===== src/rtl/param_code_lock.sv =====
// Parametrised combination-lock controller.
// Collects digits into an entry buffer, compares a full entry against the
// stored code, counts consecutive failures and enforces a timed lockout.
//
// state       | meaning
// ------------+-----------------------------------------------------------
// ST_SET      | waiting for a full-length entry to latch as the new code
// ST_LOCKED   | waiting for a full-length entry to compare against the code
// ST_LOCKOUT  | too many failures; all entry input ignored until timer ends
// ST_UNLOCKED | code accepted; waiting for relock or change_pw
module param_code_lock #(
    parameter int NUM_DIGITS     = 6,
    parameter int DIGIT_W        = 4,
    parameter int DIGIT_MAX      = 9,
    parameter int MAX_ATTEMPTS   = 3,
    parameter int LOCKOUT_CYCLES = 1000,
    parameter int CW             = $clog2(NUM_DIGITS + 1),
    parameter int AW             = $clog2(MAX_ATTEMPTS + 1),
    parameter int TW             = $clog2(LOCKOUT_CYCLES + 1)
) (
    input  logic                          clk,
    input  logic                          rst_n,
    input  logic [DIGIT_W-1:0]            digit_in,
    input  logic                          digit_valid,
    input  logic                          clear,
    input  logic                          enter,
    input  logic                          relock,
    input  logic                          change_pw,
    output logic [1:0]                    mode,
    output logic                          unlocked,
    output logic [CW-1:0]                 entry_count,
    output logic [NUM_DIGITS*DIGIT_W-1:0] entry_digits,
    output logic [AW-1:0]                 attempts_used,
    output logic [TW-1:0]                 lockout_remaining,
    output logic                          fail_pulse,
    output logic                          reject_pulse
);

    typedef enum logic [1:0] {
        ST_SET      = 2'b00,
        ST_LOCKED   = 2'b01,
        ST_LOCKOUT  = 2'b10,
        ST_UNLOCKED = 2'b11
    } state_e;

    localparam int                  BW         = NUM_DIGITS * DIGIT_W;
    localparam logic [CW-1:0]       FULL_CNT   = CW'(NUM_DIGITS);
    localparam logic [DIGIT_W-1:0]  DIG_LIMIT  = DIGIT_W'(DIGIT_MAX);
    localparam logic [AW-1:0]       ATT_LIMIT  = AW'(MAX_ATTEMPTS);
    localparam logic [TW-1:0]       LOCK_START = TW'(LOCKOUT_CYCLES);

    state_e          mode_q, mode_d;
    logic [BW-1:0]   code_q, code_d;
    logic [BW-1:0]   buf_q, buf_d;
    logic [CW-1:0]   cnt_q, cnt_d;
    logic [AW-1:0]   att_q, att_d;
    logic [TW-1:0]   lock_q, lock_d;
    logic            fail_q, fail_d;
    logic            rej_q, rej_d;
    logic [AW-1:0]   att_inc;

    assign att_inc = att_q + AW'(1);

    // State and datapath registers; reset discards the stored code as well.
    always_ff @(posedge clk or negedge rst_n) begin
        if (!rst_n) begin
            mode_q <= ST_SET;
            code_q <= '0;
            buf_q  <= '0;
            cnt_q  <= '0;
            att_q  <= '0;
            lock_q <= '0;
            fail_q <= 1'b0;
            rej_q  <= 1'b0;
        end else begin
            mode_q <= mode_d;
            code_q <= code_d;
            buf_q  <= buf_d;
            cnt_q  <= cnt_d;
            att_q  <= att_d;
            lock_q <= lock_d;
            fail_q <= fail_d;
            rej_q  <= rej_d;
        end
    end

    // Next-state logic; clear outranks enter, which outranks digit_valid.
    always_comb begin
        mode_d = mode_q;
        code_d = code_q;
        buf_d  = buf_q;
        cnt_d  = cnt_q;
        att_d  = att_q;
        lock_d = lock_q;
        fail_d = 1'b0;
        rej_d  = 1'b0;

        unique case (mode_q)
            ST_SET, ST_LOCKED: begin
                if (clear) begin
                    buf_d = '0;
                    cnt_d = '0;
                end else if (enter) begin
                    if (mode_q == ST_SET) begin
                        // A short entry in SET is ignored and kept for editing.
                        if (cnt_q == FULL_CNT) begin
                            code_d = buf_q;
                            att_d  = '0;
                            mode_d = ST_LOCKED;
                            buf_d  = '0;
                            cnt_d  = '0;
                        end
                    end else begin
                        // Every submission in LOCKED consumes the entry.
                        buf_d = '0;
                        cnt_d = '0;
                        if (cnt_q == FULL_CNT && buf_q == code_q) begin
                            mode_d = ST_UNLOCKED;
                            att_d  = '0;
                        end else begin
                            fail_d = 1'b1;
                            att_d  = att_inc;
                            if (att_inc == ATT_LIMIT) begin
                                mode_d = ST_LOCKOUT;
                                lock_d = LOCK_START;
                            end
                        end
                    end
                end else if (digit_valid) begin
                    if (cnt_q < FULL_CNT && digit_in <= DIG_LIMIT) begin
                        for (int i = 0; i < NUM_DIGITS; i++) begin
                            if (cnt_q == CW'(i)) begin
                                buf_d[i*DIGIT_W +: DIGIT_W] = digit_in;
                            end
                        end
                        cnt_d = cnt_q + CW'(1);
                    end else begin
                        rej_d = 1'b1;
                    end
                end
            end

            ST_LOCKOUT: begin
                // Leaving on the 1 -> 0 step makes the lockout exactly LOCKOUT_CYCLES long.
                if (lock_q <= TW'(1)) begin
                    lock_d = '0;
                    mode_d = ST_LOCKED;
                    att_d  = '0;
                    buf_d  = '0;
                    cnt_d  = '0;
                end else begin
                    lock_d = lock_q - TW'(1);
                end
            end

            ST_UNLOCKED: begin
                if (change_pw) begin
                    mode_d = ST_SET;
                    buf_d  = '0;
                    cnt_d  = '0;
                end else if (relock) begin
                    mode_d = ST_LOCKED;
                    buf_d  = '0;
                    cnt_d  = '0;
                end
            end

            default: begin
                mode_d = ST_SET;
            end
        endcase
    end

    assign mode              = mode_q;
    assign unlocked          = (mode_q == ST_UNLOCKED);
    assign entry_count       = cnt_q;
    assign entry_digits      = buf_q;
    assign attempts_used     = att_q;
    assign lockout_remaining = lock_q;
    assign fail_pulse        = fail_q;
    assign reject_pulse      = rej_q;

endmodule


===== config.mk =====
export PLATFORM = sky130hd
export DESIGN_NAME = param_code_lock
export DESIGN_NICKNAME = d
export VERILOG_FILES = /design/src/rtl/param_code_lock.sv
export SDC_FILE = /design/constraint.sdc
export NUM_CORES = 1
export LEC_CHECK = 0
export BUFFER_PORTS_ARGS = -buffer_cell sky130_fd_sc_hd__buf_2
export CAP_MARGIN = 20
export CORE_MARGIN = 2
export CORE_UTILIZATION = 39
export DETAILED_ROUTE_END_ITERATION = 10
export REMOVE_ABC_BUFFERS = 1
export SETUP_SLACK_MARGIN = 0.3
export SLEW_MARGIN = 30
export SYNTH_ARGS = -nofsm -noshare
export SYNTH_HDL_FRONTEND = slang
export SYNTH_SLANG_ARGS = --single-unit
export TNS_END_PERCENT = 5

===== constraint.sdc =====
create_clock -name clk -period 3.09 [get_ports clk]
set_input_delay 0.309 -clock clk [delete_from_list [all_inputs] [get_ports clk]]
set_output_delay 0.309 -clock clk [all_outputs]
set_load 0.005 [all_outputs]

Word level (Yosys, flattened, before mapping) --
Cells that the tools add are included.
Word-level totals: flip-flop bits (word level) 67, input port bits 11, output and inout port bits 44, logic and storage cells 126
Cells by class: add/sub/neg operators 3, $lt $le $gt $ge 3, equal/unequal tests 29, muxes and demuxes 60, bitwise logic cells 1, reduce and logical (&&, ||, !) cells 17
Operators by type and width (count):
- 2-to-1 mux 24 bit | 9
- case mux 24 bit (3 select lines) | 1
- 2-to-1 mux 10 bit | 6
- AND reduction 6 bit | 8
- inequality test 4 bit, second input constant | 9
- 2-to-1 mux 2 bit | 15
- 2-to-1 mux 3 bit | 9
- equality test 24 bit | 1
- 2-to-1 mux 4 bit | 6
- case mux 10 bit (2 select lines) | 1
- AND reduction 5 bit | 3
- inequality test 2 bit, second input constant | 6
- <= comparator 10 x 1 -> 1 bit, second input constant | 1
- 2-to-1 mux 1 bit | 10
- subtractor 10 x 1 -> 10 bit, second input constant | 1
- equality test 3 bit, second input constant | 3
- case mux 3 bit (3 select lines) | 1
- equality test 2 bit, second input constant | 3
- equality test 3 x 2 -> 1 bit, second input constant | 2
- inequality test 3 bit, second input constant | 2
- case mux 2 bit (3 select lines) | 1
- inequality test 5 bit, second input constant | 1
- <= comparator 4 bit, second input constant | 1
- case mux 2 bit (2 select lines) | 1
- 11 further kinds | 12

Depth between registers and ports, before layout --
depth in word-level cells 8, depth in mapped cells 9, depth with buffers taken out 8

Worst setup path after synthesis --
Ideal clock, no wire load.
path type register to register, start register lock_q[6] (netlist: lockout_remaining[6]), end register buf_q[0] (netlist: entry_digits[0]), setup time 0.125 ns, data arrival time 2.167 ns, required time 2.965 ns, setup slack 0.798 ns, stages on the path, launching flop included 8, path buffers 1, clock period less this slack 2.292 ns, cell sequence dfrtp_1 -> or3_4 -> or3_4 -> o21ai_4 -> o211ai_4 -> buf_6 -> nor2_4 -> mux2_2
On the way: word-level cells in the longest chain between the ends 3
RTL lines:
- start, declared | RTL line 57 | logic [TW-1:0] lock_q, lock_d;
- start signal, assigned | RTL line 81 | lock_q <= lock_d;
- <= comparator 10 x 1 -> 1 bit | RTL line 145 | if (lock_q <= TW'(1)) begin
- inequality test 2 bit (no source line)
- AND reduction 6 bit (no source line)
- end signal, assigned | RTL line 78 | buf_q <= buf_d;
- end, declared | RTL line 54 | logic [BW-1:0] buf_q, buf_d;
Every way passes these cells. A chain may end at the register's enable or synchronous reset.

Final worst setup path --
start register lock_q[6] (netlist: lockout_remaining[6]), end register buf_q[13] (netlist: entry_digits[13])
The elaborated chain is that of the path after synthesis.

==> metrics <==
Final Cycle Share=0.8590; top cells by count, synth=dfrtp_1, mux2_2, xnor2_1; Met3 Wirelength=341 microns; count leader, synth=dfrtp_1; DR iter-0 viols=107; Skew-Pair Late Insertion Delay=approximately 350 ps; drt drc=0; initial antenna violation count=0; CP max FO=12; Ys Warns=0; CTS sink count=67; DR WL met2=~3400 microns; cells after synthesis=293; WL final=about 7300 microns; element type at the critical path end=flop; outcome=finished, final reports clean; layout cell share with drive strength beyond 1=0.3778; startpoint types=flop; Die X=98.03 microns; routed len/inst=15.66 microns; CTS Buf Count=9; die extent in y=~98 microns; I/O Pins=55; vias in the first global route=2392; synthesized area=0.003448 sq mm; Worst-Margin Slew=733.0 ps; antenna-violating nets left=0; vias per cell=5.171; Vias=2420; Mean Syn Cell Area=~12 sq um; Setup Buffers After CTS=0; setup slack on the worst flop-to-flop path=440 ps; Slew Viols, Final=0; area growth from synthesis to layout=18.14%; GR Overflow Total=0; synth unique cells=44; clock skew=13.03 ps; Core Area=0.008636 sq mm; CTS tree=done; H-tree depth=3; Seq/Total Area, Yosys=0.4862; CTS Root Cell=clkbuf_8; clock buffer depth=2; RSZ-0062 raised after global routing=true; met1 WL=3467 microns; max_cap viols=0; static leakage=2.002 nW; Initial Util=0.3993; Slew Limit Headroom=0.5068; critical path type=flop to flop; RD Place Congestion=0.8165; CP Data Arrival Time=2890 ps; Yosys top cell by area=dfrtp_1; Pwr Density=690.8 mW/mm^2; register clock-pin slew on the reported worst setup and hold paths=80 ps; Hold Path Class=input port to flop; Fin Setup TNS=0 ps; ranking of synthesized cells by area=dfrtp_1, mux2_2, xnor2_1, ha_1, o21ai_0; row count=34; Worst R2R Path Depth=6; top sig layer=met4; FFs w/ async S/R, synth=1.000; Max Freq=376.7 MHz; GRT Overall Usage=0.1592; worst hold slack=between 200 and 250 ps; Critical Path RT=3320 ps; DP HPWL=5327 microns; die area=0.009610 sq mm; largest net degree at the start of global routing=41; Main synth FF type=dfrtp_1; Synth top area share=0.4862; FF+latch count, synth=67; Post-synth EDFFs=0; Hold Path Stages=2; first-pass GRT wire length=12140 microns; fin crit period=2654 ps; Buffers on Ports=54; final number of setup-violating endpoints=0; ant diodes=0; Final nets=378; Fin. Hold Viols=0; drt first pass iters=4; Max VDD drop=0.0003203 V
[power by group]
group	total [W]	internal [W]	switching (W)	leakage (nW)
logic	0.000912	0.000432	0.000480	0.981
clock network	0.000767	0.000419	0.000347	0.106
registers	0.00114	0.000990	0.000146	0.915
total	0.00281	0.00184	0.000974	2.00
[path summary, 6_finish.rpt]
path	endpoint	startpoint
min reg2reg	code_q[23]	code_q[23]
max	entry_digits[13]	lockout_remaining[6]
max in group asynchronous	entry_digits[0]	rst_n
min in group asynchronous	lockout_remaining[9]	rst_n
max reg2reg	entry_digits[13]	lockout_remaining[6]
min	reject_pulse	digit_valid
[flip-flops by register name (all words and copies together) (netlist names)]
name	count
entry_digits	24
reject_pulse	1
mode	2
fail_pulse	1
attempts_used	2
entry_count	3
lockout_remaining	10
code_q	24
[repair_timing]
action / CTS / global route
gates resized for setup: 0 / 1
hold endpoints to repair: 27 / 0
setup endpoints to repair: 0 / 8
hold buffers: 1 / 0
[final cells by class]
class                   count  area (sq um)
fillers                   798          4562
multi-input cells         205          1688
inverters                  12         45.04
clock inverters             5         60.06
repair buffers             60         317.8
clock buffers              11         151.4
flip-flops and latches     67          1677
well taps                 108         135.1
[metal layers]
| layer | GRT usage | vias up |
|---|---|---|
| li1 | - | 1180 |
| met2 | 0.2445 | 54 |
| met3 | 0.04510 | 11 |
| met4 | 0.05983 | 0 |
| met1 | 0.2153 | 1175 |
| met5 | 0 | - |
[through the flow]
stage	utilization	instance area, sq um	std cells	total power (W)	worst slack (ps)
6_report	0.4717	4074	468	0.002814	435.7
5_1_grt	0.4717	4074	468	0.002996	268.9
4_1_cts	0.4715	4071	468	0.002854	433.9
3_5_place_dp	0.4458	3850	451	0.002069	451.9
3_3_place_gp	0.4458	3850	451	0.002056	499.7
2_1_floorplan	-	3407	284	0.001754	666.5
[layout by cell type, fill, tap and decap left out, drive strengths merged, types with 5 or more instances in the layout]
cell,netlist,routed
nand2,9,9
buf,2,59
xnor2,24,24
inv,12,13
nor4,5,5
nor3,10,10
nor2,19,19
nand4,7,7
o21ai,13,13
and2,6,6
clkbuf,7,11
ha,12,12
mux2,48,48
a21oi,10,10
o31ai,5,5
dfrtp,67,67
[logic make-up (layout without fill, tap and decap cells)]
| group | after synthesis | after routing | synth area share |
|---|---|---|---|
| AND/OR/NAND/NOR | 70 | 70 | 0.1194 |
| flip-flops | 67 | 67 | 0.4862 |
| multiplexers | 50 | 50 | 0.1626 |
| AO/OA/AOI/OAI | 49 | 49 | 0.1023 |
| XOR/XNOR | 24 | 24 | 0.06096 |
| buffers and inverters | 21 | 88 | 0.02504 |
| adder cells (fa/ha/maj) | 12 | 12 | 0.04354 |
[worst max-delay path, stage by stage, from the launching register on]
cell and delay, ps:
dfrtp_1 420, or3_4 410, or3_4 370, o21ai_4 310, o211ai_4 290, nor2_1 360, mux2_2 380
No activity file was read; power rests on OpenSTA's default activity.
